$ cat config.mk
export PLATFORM = sky130hd
export DESIGN_NAME = bfloat_addsub_pipe
export DESIGN_NICKNAME = d
export VERILOG_FILES = /design/src/rtl/bfloat_pkg.sv /design/src/rtl/bfloat_lzc.sv /design/src/rtl/bfloat_addsub_pipe.sv
export SDC_FILE = /design/constraint.sdc
export NUM_CORES = 1
export LEC_CHECK = 0
export ABC_AREA = 0
export CAP_MARGIN = 20
export CELL_PAD_IN_SITES_DETAIL_PLACEMENT = 2
export CELL_PAD_IN_SITES_GLOBAL_PLACEMENT = 2
export CORE_MARGIN = 5
export CORE_UTILIZATION = 38
export CTS_BUF_LIST = sky130_fd_sc_hd__clkbuf_4
export DETAILED_ROUTE_END_ITERATION = 8
export PLACE_DENSITY = 0.88
export SYNTH_ARGS = -nofsm -noshare
export SYNTH_HDL_FRONTEND = slang
export SYNTH_HIERARCHICAL = 1
export SYNTH_SLANG_ARGS = --single-unit
$ cat constraint.sdc
create_clock -name clk -period 14.44 [get_ports clk]
set_input_delay 4.332 -clock clk [delete_from_list [all_inputs] [get_ports clk]]
set_output_delay 4.332 -clock clk [all_outputs]
set_load 0.02 [all_outputs]
$ cat src/rtl/bfloat_pkg.sv
// Shared definitions for the bfloat arithmetic family: flag indices,
// special-value constructors and operand classification.
package bfloat_pkg;

  // Bit positions inside the 2-bit flags output.
  localparam int FLAG_OVF = 0;
  localparam int FLAG_INV = 1;

  // Widest operand any member of the family supports (1 + 11 + 23).
  localparam int MAX_W = 35;

  localparam logic [MAX_W-1:0] ONE_W = {{(MAX_W-1){1'b0}}, 1'b1};

  typedef struct packed {
    logic is_zero;
    logic is_inf;
    logic is_nan;
  } fp_class_t;

  // Canonical quiet NaN: sign 0, exponent all ones, mantissa MSB set.
  // The caller keeps the low 1+exp_w+man_w bits.
  function automatic logic [MAX_W-1:0] canonical_nan(input int exp_w, input int man_w);
    logic [MAX_W-1:0] v;
    v = ((ONE_W << exp_w) - ONE_W) << man_w;
    v = v | (ONE_W << (man_w - 1));
    return v;
  endfunction

  // Signed infinity: exponent all ones, mantissa zero.
  function automatic logic [MAX_W-1:0] infinity(input logic sign, input int exp_w, input int man_w);
    logic [MAX_W-1:0] v;
    v = ((ONE_W << exp_w) - ONE_W) << man_w;
    if (sign) begin
      v = v | (ONE_W << (exp_w + man_w));
    end else begin
      v = v;
    end
    return v;
  endfunction

  // Denormals (exp==0) count as zero; exp all-ones splits into inf/NaN.
  function automatic fp_class_t fp_classify(input logic exp_zero, input logic exp_ones,
                                            input logic man_zero);
    fp_class_t c;
    c.is_zero = exp_zero;
    c.is_inf  = exp_ones & man_zero;
    c.is_nan  = exp_ones & ~man_zero;
    return c;
  endfunction

endpackage

$ cat src/rtl/bfloat_lzc.sv
// Combinational leading-zero counter. An all-zero input reports WIDTH.
module bfloat_lzc #(
  parameter int WIDTH = 11,
  localparam int CNT_W = $clog2(WIDTH + 1)
) (
  input  logic [WIDTH-1:0] data_i,
  output logic [CNT_W-1:0] count_o
);

  // Scan LSB to MSB so the highest set bit determines the final count.
  always_comb begin
    count_o = CNT_W'(WIDTH);
    for (int i = 0; i < WIDTH; i++) begin
      if (data_i[i]) begin
        count_o = CNT_W'(WIDTH - 1 - i);
      end else begin
        count_o = count_o;
      end
    end
  end

endmodule

$ cat src/rtl/bfloat_addsub_pipe.sv
// Three-stage floating-point adder/subtractor with a single advance enable:
// align -> add/normalise -> round/pack. Specials bypass the arithmetic.
module bfloat_addsub_pipe #(
  parameter int EXP_W = 8,
  parameter int MAN_W = 7,
  localparam int W = 1 + EXP_W + MAN_W
) (
  input  logic         clk,
  input  logic         rst,
  input  logic         in_valid,
  output logic         in_ready,
  input  logic [W-1:0] a,
  input  logic [W-1:0] b,
  input  logic         sub,
  output logic         out_valid,
  input  logic         out_ready,
  output logic [W-1:0] sum,
  output logic [1:0]   flags
);
  import bfloat_pkg::*;

  // Significand field: hidden bit, MAN_W bits, guard, round, sticky.
  localparam int F      = MAN_W + 4;
  localparam int CNT_W  = $clog2(F + 1);
  localparam int SH_MAX = MAN_W + 3;
  localparam int EW2    = EXP_W + 2;

  localparam logic [MAX_W-1:0] NAN_FULL  = canonical_nan(EXP_W, MAN_W);
  localparam logic [MAX_W-1:0] PINF_FULL = infinity(1'b0, EXP_W, MAN_W);
  localparam logic [MAX_W-1:0] NINF_FULL = infinity(1'b1, EXP_W, MAN_W);
  localparam logic [W-1:0]     NAN_C     = NAN_FULL[W-1:0];
  localparam logic [W-1:0]     PINF_C    = PINF_FULL[W-1:0];
  localparam logic [W-1:0]     NINF_C    = NINF_FULL[W-1:0];
  localparam logic [EXP_W-1:0] EXP_ONES  = {EXP_W{1'b1}};

  logic adv_s;

  // ---------------- stage 1: classify, swap, align ----------------
  logic             sign_a_s, sign_b_s, sign_l_s, sign_sm_s;
  logic [EXP_W-1:0] exp_a_s, exp_b_s, exp_l_s, exp_sm_s, diff_s;
  logic [MAN_W-1:0] man_a_s, man_b_s;
  fp_class_t        cls_a_s, cls_b_s;
  logic [W-2:0]     mag_a_s, mag_b_s, mag_l_s, mag_sm_s;
  logic [31:0]      sh_s;
  logic [2*F-1:0]   ext_s;
  logic [F-1:0]     sig_l_s, sig_al_s;
  logic             special_s, any_nan_s;
  logic [W-1:0]     spec_val_s;
  logic [1:0]       spec_flags_s;

  logic             s1_valid_q, s1_special_q, s1_sign_q, s1_eff_add_q;
  logic [W-1:0]     s1_spec_val_q;
  logic [1:0]       s1_spec_flags_q;
  logic [EXP_W-1:0] s1_exp_q;
  logic [F-1:0]     s1_sig_l_q, s1_sig_s_q;

  // ---------------- stage 2: add/subtract and normalise ----------------
  logic [F:0]              sum2_s;
  logic [CNT_W-1:0]        lz_s;
  logic signed [EW2-1:0]   exp2_s;
  logic [F-1:0]            norm_s;
  logic                    zero2_s, sign2_s;

  logic             s2_valid_q, s2_special_q, s2_zero_q, s2_sign_q;
  logic [W-1:0]     s2_spec_val_q;
  logic [1:0]       s2_spec_flags_q;
  logic [EXP_W:0]   s2_exp_q;
  logic [F-1:0]     s2_sig_q;

  // ---------------- stage 3: round and pack ----------------
  logic             inc_s;
  logic [MAN_W+1:0] rnd_s;
  logic [EXP_W+1:0] exp3_s;
  logic [MAN_W-1:0] man3_s;
  logic [W-1:0]     res_s;
  logic [1:0]       flags3_s;

  logic             out_valid_q;
  logic [W-1:0]     sum_q;
  logic [1:0]       flags_q;

  // The whole pipe moves together unless a finished result is stalled.
  assign adv_s     = !out_valid_q || out_ready;
  assign in_ready  = adv_s;
  assign out_valid = out_valid_q;
  assign sum       = sum_q;
  assign flags     = flags_q;

  // Stage 1 datapath: resolve specials, order by magnitude, align smaller operand.
  always_comb begin
    sign_a_s = a[W-1];
    sign_b_s = b[W-1] ^ sub;
    exp_a_s  = a[W-2:MAN_W];
    exp_b_s  = b[W-2:MAN_W];
    man_a_s  = a[MAN_W-1:0];
    man_b_s  = b[MAN_W-1:0];
    cls_a_s  = fp_classify(exp_a_s == {EXP_W{1'b0}}, exp_a_s == EXP_ONES, man_a_s == {MAN_W{1'b0}});
    cls_b_s  = fp_classify(exp_b_s == {EXP_W{1'b0}}, exp_b_s == EXP_ONES, man_b_s == {MAN_W{1'b0}});
    // Denormals become zero magnitude before the compare.
    mag_a_s  = cls_a_s.is_zero ? {(W-1){1'b0}} : a[W-2:0];
    mag_b_s  = cls_b_s.is_zero ? {(W-1){1'b0}} : b[W-2:0];

    if (mag_a_s >= mag_b_s) begin
      mag_l_s   = mag_a_s;
      sign_l_s  = sign_a_s;
      mag_sm_s  = mag_b_s;
      sign_sm_s = sign_b_s;
    end else begin
      mag_l_s   = mag_b_s;
      sign_l_s  = sign_b_s;
      mag_sm_s  = mag_a_s;
      sign_sm_s = sign_a_s;
    end

    exp_l_s  = mag_l_s[W-2:MAN_W];
    exp_sm_s = mag_sm_s[W-2:MAN_W];
    sig_l_s  = {(exp_l_s != {EXP_W{1'b0}}), mag_l_s[MAN_W-1:0], 3'b000};
    diff_s   = exp_l_s - exp_sm_s;

    if (32'(diff_s) > 32'(SH_MAX)) begin
      sh_s = 32'(SH_MAX);
    end else begin
      sh_s = 32'(diff_s);
    end

    // Lower half of the double-width field collects everything shifted out.
    ext_s    = {(exp_sm_s != {EXP_W{1'b0}}), mag_sm_s[MAN_W-1:0], 3'b000, {F{1'b0}}} >> sh_s;
    sig_al_s = ext_s[2*F-1:F] | {{(F-1){1'b0}}, (|ext_s[F-1:0])};

    any_nan_s    = cls_a_s.is_nan | cls_b_s.is_nan |
                   (cls_a_s.is_inf & cls_b_s.is_inf & (sign_a_s != sign_b_s));
    special_s    = any_nan_s | cls_a_s.is_inf | cls_b_s.is_inf;
    spec_flags_s = 2'b00;
    if (any_nan_s) begin
      spec_val_s             = NAN_C;
      spec_flags_s[FLAG_INV] = 1'b1;
    end else if (cls_a_s.is_inf) begin
      spec_val_s = sign_a_s ? NINF_C : PINF_C;
    end else if (cls_b_s.is_inf) begin
      spec_val_s = sign_b_s ? NINF_C : PINF_C;
    end else begin
      spec_val_s = {W{1'b0}};
    end
  end

  // Stage 1 registers, loaded on every advance.
  always_ff @(posedge clk) begin
    if (rst) begin
      s1_valid_q      <= 1'b0;
      s1_special_q    <= 1'b0;
      s1_spec_val_q   <= {W{1'b0}};
      s1_spec_flags_q <= 2'b00;
      s1_sign_q       <= 1'b0;
      s1_eff_add_q    <= 1'b0;
      s1_exp_q        <= {EXP_W{1'b0}};
      s1_sig_l_q      <= {F{1'b0}};
      s1_sig_s_q      <= {F{1'b0}};
    end else if (adv_s) begin
      s1_valid_q      <= in_valid;
      s1_special_q    <= special_s;
      s1_spec_val_q   <= spec_val_s;
      s1_spec_flags_q <= spec_flags_s;
      s1_sign_q       <= sign_l_s;
      s1_eff_add_q    <= (sign_l_s == sign_sm_s);
      s1_exp_q        <= exp_l_s;
      s1_sig_l_q      <= sig_l_s;
      s1_sig_s_q      <= sig_al_s;
    end
  end

  bfloat_lzc #(.WIDTH(F)) u_lzc (
    .data_i  (sum2_s[F-1:0]),
    .count_o (lz_s)
  );

  // Stage 2 datapath: magnitude add/subtract, then normalise or flush.
  always_comb begin
    if (s1_eff_add_q) begin
      sum2_s = {1'b0, s1_sig_l_q} + {1'b0, s1_sig_s_q};
    end else begin
      sum2_s = {1'b0, s1_sig_l_q} - {1'b0, s1_sig_s_q};
    end

    norm_s  = {F{1'b0}};
    exp2_s  = {EW2{1'b0}};
    zero2_s = 1'b0;
    sign2_s = s1_sign_q;

    if (sum2_s == {(F+1){1'b0}}) begin
      // Cancellation gives +0; only two equal-signed zeros keep their sign.
      zero2_s = 1'b1;
      sign2_s = s1_eff_add_q ? s1_sign_q : 1'b0;
    end else if (sum2_s[F]) begin
      norm_s  = {sum2_s[F:2], sum2_s[1] | sum2_s[0]};
      exp2_s  = $signed({2'b00, s1_exp_q}) + $signed({{(EW2-1){1'b0}}, 1'b1});
      zero2_s = 1'b0;
      sign2_s = s1_sign_q;
    end else begin
      norm_s  = sum2_s[F-1:0] << lz_s;
      exp2_s  = $signed({2'b00, s1_exp_q}) - $signed(EW2'(lz_s));
      // Results below the minimum normal flush to +0.
      zero2_s = (exp2_s <= $signed({EW2{1'b0}}));
      sign2_s = zero2_s ? 1'b0 : s1_sign_q;
    end
  end

  // Stage 2 registers, loaded on every advance.
  always_ff @(posedge clk) begin
    if (rst) begin
      s2_valid_q      <= 1'b0;
      s2_special_q    <= 1'b0;
      s2_spec_val_q   <= {W{1'b0}};
      s2_spec_flags_q <= 2'b00;
      s2_zero_q       <= 1'b0;
      s2_sign_q       <= 1'b0;
      s2_exp_q        <= {(EXP_W+1){1'b0}};
      s2_sig_q        <= {F{1'b0}};
    end else if (adv_s) begin
      s2_valid_q      <= s1_valid_q;
      s2_special_q    <= s1_special_q;
      s2_spec_val_q   <= s1_spec_val_q;
      s2_spec_flags_q <= s1_spec_flags_q;
      s2_zero_q       <= zero2_s;
      s2_sign_q       <= sign2_s;
      s2_exp_q        <= exp2_s[EXP_W:0];
      s2_sig_q        <= norm_s;
    end
  end

  // Stage 3 datapath: round to nearest even, detect overflow, pack.
  always_comb begin
    inc_s = s2_sig_q[2] & (s2_sig_q[1] | s2_sig_q[0] | s2_sig_q[3]);
    rnd_s = {1'b0, s2_sig_q[F-1:3]} + {{(MAN_W+1){1'b0}}, inc_s};

    if (rnd_s[MAN_W+1]) begin
      exp3_s = {1'b0, s2_exp_q} + {{(EXP_W+1){1'b0}}, 1'b1};
      man3_s = rnd_s[MAN_W:1];
    end else begin
      exp3_s = {1'b0, s2_exp_q};
      man3_s = rnd_s[MAN_W-1:0];
    end

    flags3_s = 2'b00;
    if (s2_special_q) begin
      res_s    = s2_spec_val_q;
      flags3_s = s2_spec_flags_q;
    end else if (s2_zero_q) begin
      res_s = {s2_sign_q, {(W-1){1'b0}}};
    end else if (exp3_s >= {2'b00, EXP_ONES}) begin
      res_s              = s2_sign_q ? NINF_C : PINF_C;
      flags3_s[FLAG_OVF] = 1'b1;
    end else begin
      res_s = {s2_sign_q, exp3_s[EXP_W-1:0], man3_s};
    end
  end

  // Output registers; data only changes when a real result advances in.
  always_ff @(posedge clk) begin
    if (rst) begin
      out_valid_q <= 1'b0;
      sum_q       <= {W{1'b0}};
      flags_q     <= 2'b00;
    end else if (adv_s) begin
      out_valid_q <= s2_valid_q;
      if (s2_valid_q) begin
        sum_q   <= res_s;
        flags_q <= flags3_s;
      end
    end
  end

endmodule

# After elaboration in Yosys (flattened, before gate mapping)
# Cells that the tools add are included.
# word_totals
regBits,108
out_inout_bits,20
wordCells,111
# op_classes
addsub,7
n_lt_le_gt_ge,4
eq_ne,4
shift,2
muxes,45
bitwise,18
reduce_logical,11
# op_table
cell,n
$mux W16,9
$mux W15,4
$mux W4,8
$shr A22 B32 Y22,1
$mux W11,2
$mux W9,2
$eq A8 B8 Y1 const B,2
$logic_not A8 Y1,2
$reduce_bool A8 Y1,2
$ge A15 B15 Y1,1
$logic_not A7 Y1,2
$mux W1,14
$add A11 B11 Y12,1
$logic_not A12 Y1,1
$mux W12,1
$sub A11 B11 Y12,1
$or A11 B1 Y11,1
$reduce_or A11 Y1,1
$shl A11 B4 Y11,1
$add A9 B1 Y10 const B,1
$ge A10 B8 Y1 const B,1
$mux W10,1
$add A8 B1 Y9,1
$add A8 B1 Y9 const B,1
other kinds (16),30

# Longest topological paths before layout
# depth
ltp_word,18
ltp_mapped,27
depth_no_buf,26

# Hierarchy
# Netlist, hierarchy kept.
# modules_own_cells
module,instances,cells_per_inst,area_each_um2,seq_area_each_um2
bfloat_addsub_pipe,1,919,6627.6,1601.5
bfloat_lzc,1,17,110.1,0.0

# Worst setup path before layout
# No wires, ideal clock.
# synth_timing
path_kind,input to register
startpoint,in a[10]
endpoint,reg s1_sig_s_q[0]
setup_time_ps,126
arrival_ps,9579
required_time_ps,14314
slack_ps,4735
stages,27
path_buffers,5
cell_sequence,clkbuf_1 > nor4_1 > nand2_1 > and2_1 > ha_1 > nand4_1 > or4_4 > a31o_1 > buf_6 > nand3_1 > clkbuf_1 > clkbuf_1 > nor2_1 > a22oi_1 > ha_1 > and2_1 > nor3_2 > a41o_1 > and3_1 > o2111ai_1 > buf_2 > nor4_1 > nor3b_2 > mux2i_1 > nand3b_1 > a2111oi_2 > a21oi_1
# synth_between
elab_chain_len,10
# synth_lines
item,line_no,text
"start, declared",bfloat_addsub_pipe.sv:12,"input logic [W-1:0] a,"
$logic_not A8 Y1,bfloat_addsub_pipe.sv:97,"cls_a_s = fp_classify(exp_a_s == {EXP_W{1'b0}}, exp_a_s == EXP_ONES, man_a_s == {MAN_W{1'b0}});"
$mux W15 (*),bfloat_addsub_pipe.sv:100,mag_a_s = cls_a_s.is_zero ? {(W-1){1'b0}} : a[W-2:0];
$ge A15 B15 Y1,bfloat_addsub_pipe.sv:103,if (mag_a_s >= mag_b_s) begin
$mux W15,bfloat_addsub_pipe.sv:103,
$sub A8 B8 Y8,bfloat_addsub_pipe.sv:118,diff_s = exp_l_s - exp_sm_s;
$gt A8 B4 Y1,bfloat_addsub_pipe.sv:120,if (32'(diff_s) > 32'(SH_MAX)) begin
$mux W8,bfloat_addsub_pipe.sv:120,
$shr A22 B32 Y22 (*),bfloat_addsub_pipe.sv:127,"ext_s = {(exp_sm_s != {EXP_W{1'b0}}), mag_sm_s[MAN_W-1:0], 3'b000, {F{1'b0}}} >> sh_s;"
$reduce_or A11 Y1,bfloat_addsub_pipe.sv:128,"sig_al_s = ext_s[2*F-1:F] | {{(F-1){1'b0}}, (|ext_s[F-1:0])};"
$or A11 B1 Y11 (*),bfloat_addsub_pipe.sv:128,
"end signal, assigned",bfloat_addsub_pipe.sv:157,s1_sig_s_q <= {F{1'b0}};
"end signal, assigned",bfloat_addsub_pipe.sv:167,s1_sig_s_q <= sig_al_s;
"end, declared",bfloat_addsub_pipe.sv:55,"logic [F-1:0] s1_sig_l_q, s1_sig_s_q;"
# Mark *: on every way between the ends. The rest lies on a longest branch, timed or not.
# A chain may end at the register's enable or synchronous reset.

# Worst setup path in the final report
# layout_timing
startpoint,in b[8]
endpoint,reg s1_sig_s_q[0]
# layout_between
elab_chain_len,10
# layout_lines
item,line_no,text
"start, declared",bfloat_addsub_pipe.sv:13,"input logic [W-1:0] b,"
$logic_not A8 Y1,bfloat_addsub_pipe.sv:98,"cls_b_s = fp_classify(exp_b_s == {EXP_W{1'b0}}, exp_b_s == EXP_ONES, man_b_s == {MAN_W{1'b0}});"
$mux W15 (*),bfloat_addsub_pipe.sv:101,mag_b_s = cls_b_s.is_zero ? {(W-1){1'b0}} : b[W-2:0];
$ge A15 B15 Y1,bfloat_addsub_pipe.sv:103,
$mux W15,bfloat_addsub_pipe.sv:103,
$sub A8 B8 Y8,bfloat_addsub_pipe.sv:118,
$gt A8 B4 Y1,bfloat_addsub_pipe.sv:120,
$mux W8,bfloat_addsub_pipe.sv:120,
$shr A22 B32 Y22 (*),bfloat_addsub_pipe.sv:127,
$reduce_or A11 Y1,bfloat_addsub_pipe.sv:128,
$or A11 B1 Y11 (*),bfloat_addsub_pipe.sv:128,
# Marks and branches as above.

==> results.yml <==
die:
  core_area_mm2: 0.0174
  fp-row-count: 48
  initial_utilization_pct: 38.8
  die_h_um: 143
  die_area_mm2: 0.0205
  die_w_um: 143
  pin_count: 57
cts:
  clock_latency_ps: 480
  cts_tree: "built"
  htreeDepth: 3
  cts_sinks: 80
  cts_root_buffer: "clkbuf_4"
  cts_setup_buffers: 0
  hold_buffers: 0
  cts_made_buffers: 9
  clockBufferDepth: 2
  clkTransAtPathRegs_ps: 150
  ctsResizeCount: 0
power_and_ir_drop:
  vdd_drop_max_uv: 46.6
  powerDensity_mw_per_mm2: 117
  cellLeakagePower_nw: 2.89
  total_power_mw: 0.881
worst_setup_path:
  worstSetupEndpointType: "flop"
  cp.required_ps: 14800
  crit_path_max_fanout: 33
  reg2reg_from: "s1_sig_s_q[3]"
  cp.arrival_ps: 11060
  criticalPathCategory: "in2reg"
  path_delay_family: "simple AND/OR/NAND/NOR gates"
  crit_start: "b[8]"
  critPathSlowestCell: "o2111ai_1"
  cp_slowest_stage_delay_ps: 700
  cp_num_buf_inv: 2
  path_cells: "clkdlybuf4s50_1, nor4_1, nand2_1, nand2_1, ha_1, nand4_1, or4_4, a31o_1, nand3_1, buf_4, nor2_1, a22oi_1, ha_1, and2_1, nor3_2, a41o_1, and3_1, o2111ai_1, nor2_2, o311a_1, mux2i_1, nand3b_1, a2111oi_2, a21oi_1"
  startpoint_type: "input port"
synthesis:
  synth_most_common_cell: "nor2_1"
  synth_seq_cells: 80
  synth.distinct_cells: 77
  syn_area_mm2: 0.00674
  synth_top_area_share_pct: 23.8
  synth.avg_cell_area_um2: 7.20
  yosysWarnings: 6
  synthArstFlopShare_pct: 0
  yosys-top-cells-area: "dfxtp_1 24%, ha_1 7.2%, nor2_1 7.2%, a21oi_1 5.9%, nand2_1 5.6%"
  ys.flop_type: "dfxtp_1"
  postSynthNetCount: 1014
  synth_commonest_cells: "130 x nor2_1, 101 x nand2_1, 80 x dfxtp_1"
  synth_top_area_cell: "dfxtp_1"
  synth-edff-count: 0
  netlist_instances: 936
  ys_seq_area_share_pct: 23.8
global_route:
  antenna_found_initial: 1
  grt_pass1_wl_mm: 42.4
  overflow: 0
  grt_max_degree: 80
  grt_usage_pct: 25.8
  grt_pass1_vias: 7683
flow_run:
  maxCapViolCount: 0
route:
  drtIter0Drc: 467
  drc: 0
  routed_wl_mm: 26.3
  wl_per_cell_um: 22.3
  vias: 7222
  routed_via_density: 6.12
  ant_nets: 0
  dr.pass1.iters: 5
place:
  portBuffers: 56
  place.gp.congestion: 0.941
  post-place-ws_ps: 3350
  dp_hpwl_mm: 20.5
timing:
  rsz0062_at_grt: "no"
  final-max-slew-violation-count: 0
  finClkSkew_ps: 24.1
  setup_viol: 0
  period_needed_ps: 10690
  final.setup.worst_slack_ps: 3750
  holdWs_ps: 475
  max_freq_mhz: 93.5
  hold_viol: 0
  slew_headroom_pct: 30.3
  period_share_pct: 74.1
  worst_pin_slew_ps: 1040
  setup_tns_ps: 0
final_layout:
  final_layout_size_suffix_gt1_share_pct: 6.08
  finalNetCount: 1027
  area_growth_pct: 12.2
  fillers: 2048
run_status:
  status: "complete, no violations"
min_path:
  min_from: "s1_spec_val_q[15]"
  min_path_type: "reg2reg"
worst register-to-register path, cell delays in order (launching register included):
cell and delay [ps]:
dfxtp_1 400, inv_1 60, ha_1 310, nor4b_1 170, o21ai_0 290, a21oi_1 110
o21ai_0 330, a21boi_0 180, o21a_1 230, o31ai_1 300, xnor2_1 260, inv_1 170
nor2_1 210, a21boi_0 210, buf_4 230, inv_1 160, ha_1 310, a21o_1 170
a21o_1 190, or2_2 300, o31ai_1 210, o2111a_1 240, mux2i_1 70, o21ai_0 430
o21ai_0 200, a21oi_1 200, a2bb2oi_1 200, nor2_1 50
per-layer routing:
metal  share of wire, %  vias up  GRT usage, %
met5                  0        -             0
met4                2.6        0          8.05
met3                2.6       44          2.85
met2                 51      146          47.1
met1                 43     3614          31.7
li1                   -     3418             -
path summary, 6_finish.rpt:
check                       to  slack (ps)  cells past startpoint
max              s1_sig_s_q[0]        3750                     24
max reg2reg          s2_sign_q        8120                     27
min reg2reg  s2_spec_val_q[15]         480                      2
min          s2_spec_val_q[15]         480                      2
placed cells by master (no fill, tap or decap), types with 4 or more instances in the layout:
cell type        synthesis  routed
a31oi_1                 10      10
xnor2_1                 22      22
xor2_1                  12      12
nand4_1                 13      13
a211oi_1                23      23
a21o_1                   7       7
and4_1                   6       6
o21ai_0                 42      42
nor4b_1                  4       4
o31ai_1                 10       9
and3_1                  10      10
nor3_1                  19      18
inv_1                   48      48
a21oi_1                 79      78
clkbuf_4                 0       9
nor2b_1                  9       8
nand2_1                101     101
o22ai_1                  6       6
a22oi_1                 30      30
or2_2                    4       4
mux2_2                   4       4
and2_1                  13      13
o211ai_1                11      11
o21a_1                   8       8
mux2i_1                 15      15
nand2b_1                 4       4
nor4_1                  13      13
clkdlybuf4s50_1          0      55
nor2_1                 130     130
buf_4                    1       9
a311oi_1                 8       8
ha_1                    39      39
dfxtp_1                 80      80
a211o_1                  4       4
nand3_1                 22      22
flip-flops by register name, indices dropped and copies added (netlist names):
signal and cells:
s1_sign_q 1, flags 2, s2_zero_q 1, s2_exp_q 9, out_valid 1, s1_spec_val_q 3, s1_eff_add_q 1, s2_sign_q 1
s2_spec_val_q 3, s1_sig_l_q 8, s1_valid_q 1, s2_sig_q 11, s1_sig_s_q 11, s1_exp_q 8, sum 16, s2_special_q 1
s1_special_q 1, s2_valid_q 1
logic make-up (layout without fill, tap and decap cells):
group / Yosys count / count (layout) / share of synthesized area, %
flops: 80 / 80 / 23.8
fa+ha+maj: 41 / 41 / 7.84
other cells: 0 / 1 / 0
mux: 19 / 19 / 2.90
buf+inv: 111 / 129 / 6.43
simple gates: 365 / 365 / 25.4
xor+xnor: 35 / 35 / 4.66
compound gates: 285 / 285 / 29.0
stage by stage:
| stage | utilization [%] | cell area (um2) | instances |
|---|---|---|---|
| final | 43.6 | 7560 | 1180 |
| after global routing | 43.6 | 7560 | 1180 |
| after floorplan | - | 6740 | 936 |
| after detailed placement | 42.7 | 7410 | 1163 |
| after global placement | 42.7 | 7410 | 1163 |
| after CTS | 43.5 | 7560 | 1179 |
report_power, final:
| part | internal, mW | switching [mW] | total (mW) | leakage (nW) |
|---|---|---|---|---|
| Sequential | 0.249 | 0.0386 | 0.288 | 0.655 |
| Clock | 0.0548 | 0.0936 | 0.148 | 0.0765 |
| Combinational | 0.172 | 0.272 | 0.445 | 2.16 |
final cells by class:
class	instances	area [um2]	area share [%]
antenna	1	2.50	0.0331
clock inverter	7	78.8	1.04
multi-input combinational	745	4720	62.5
inverter	48	180	2.38
clock buffer	9	67.6	0.894
timing repair buffer	65	623	8.24
tap	225	282	3.72
sequential	80	1600	21.2
Note: power is estimated with default switching activity, not from simulation.
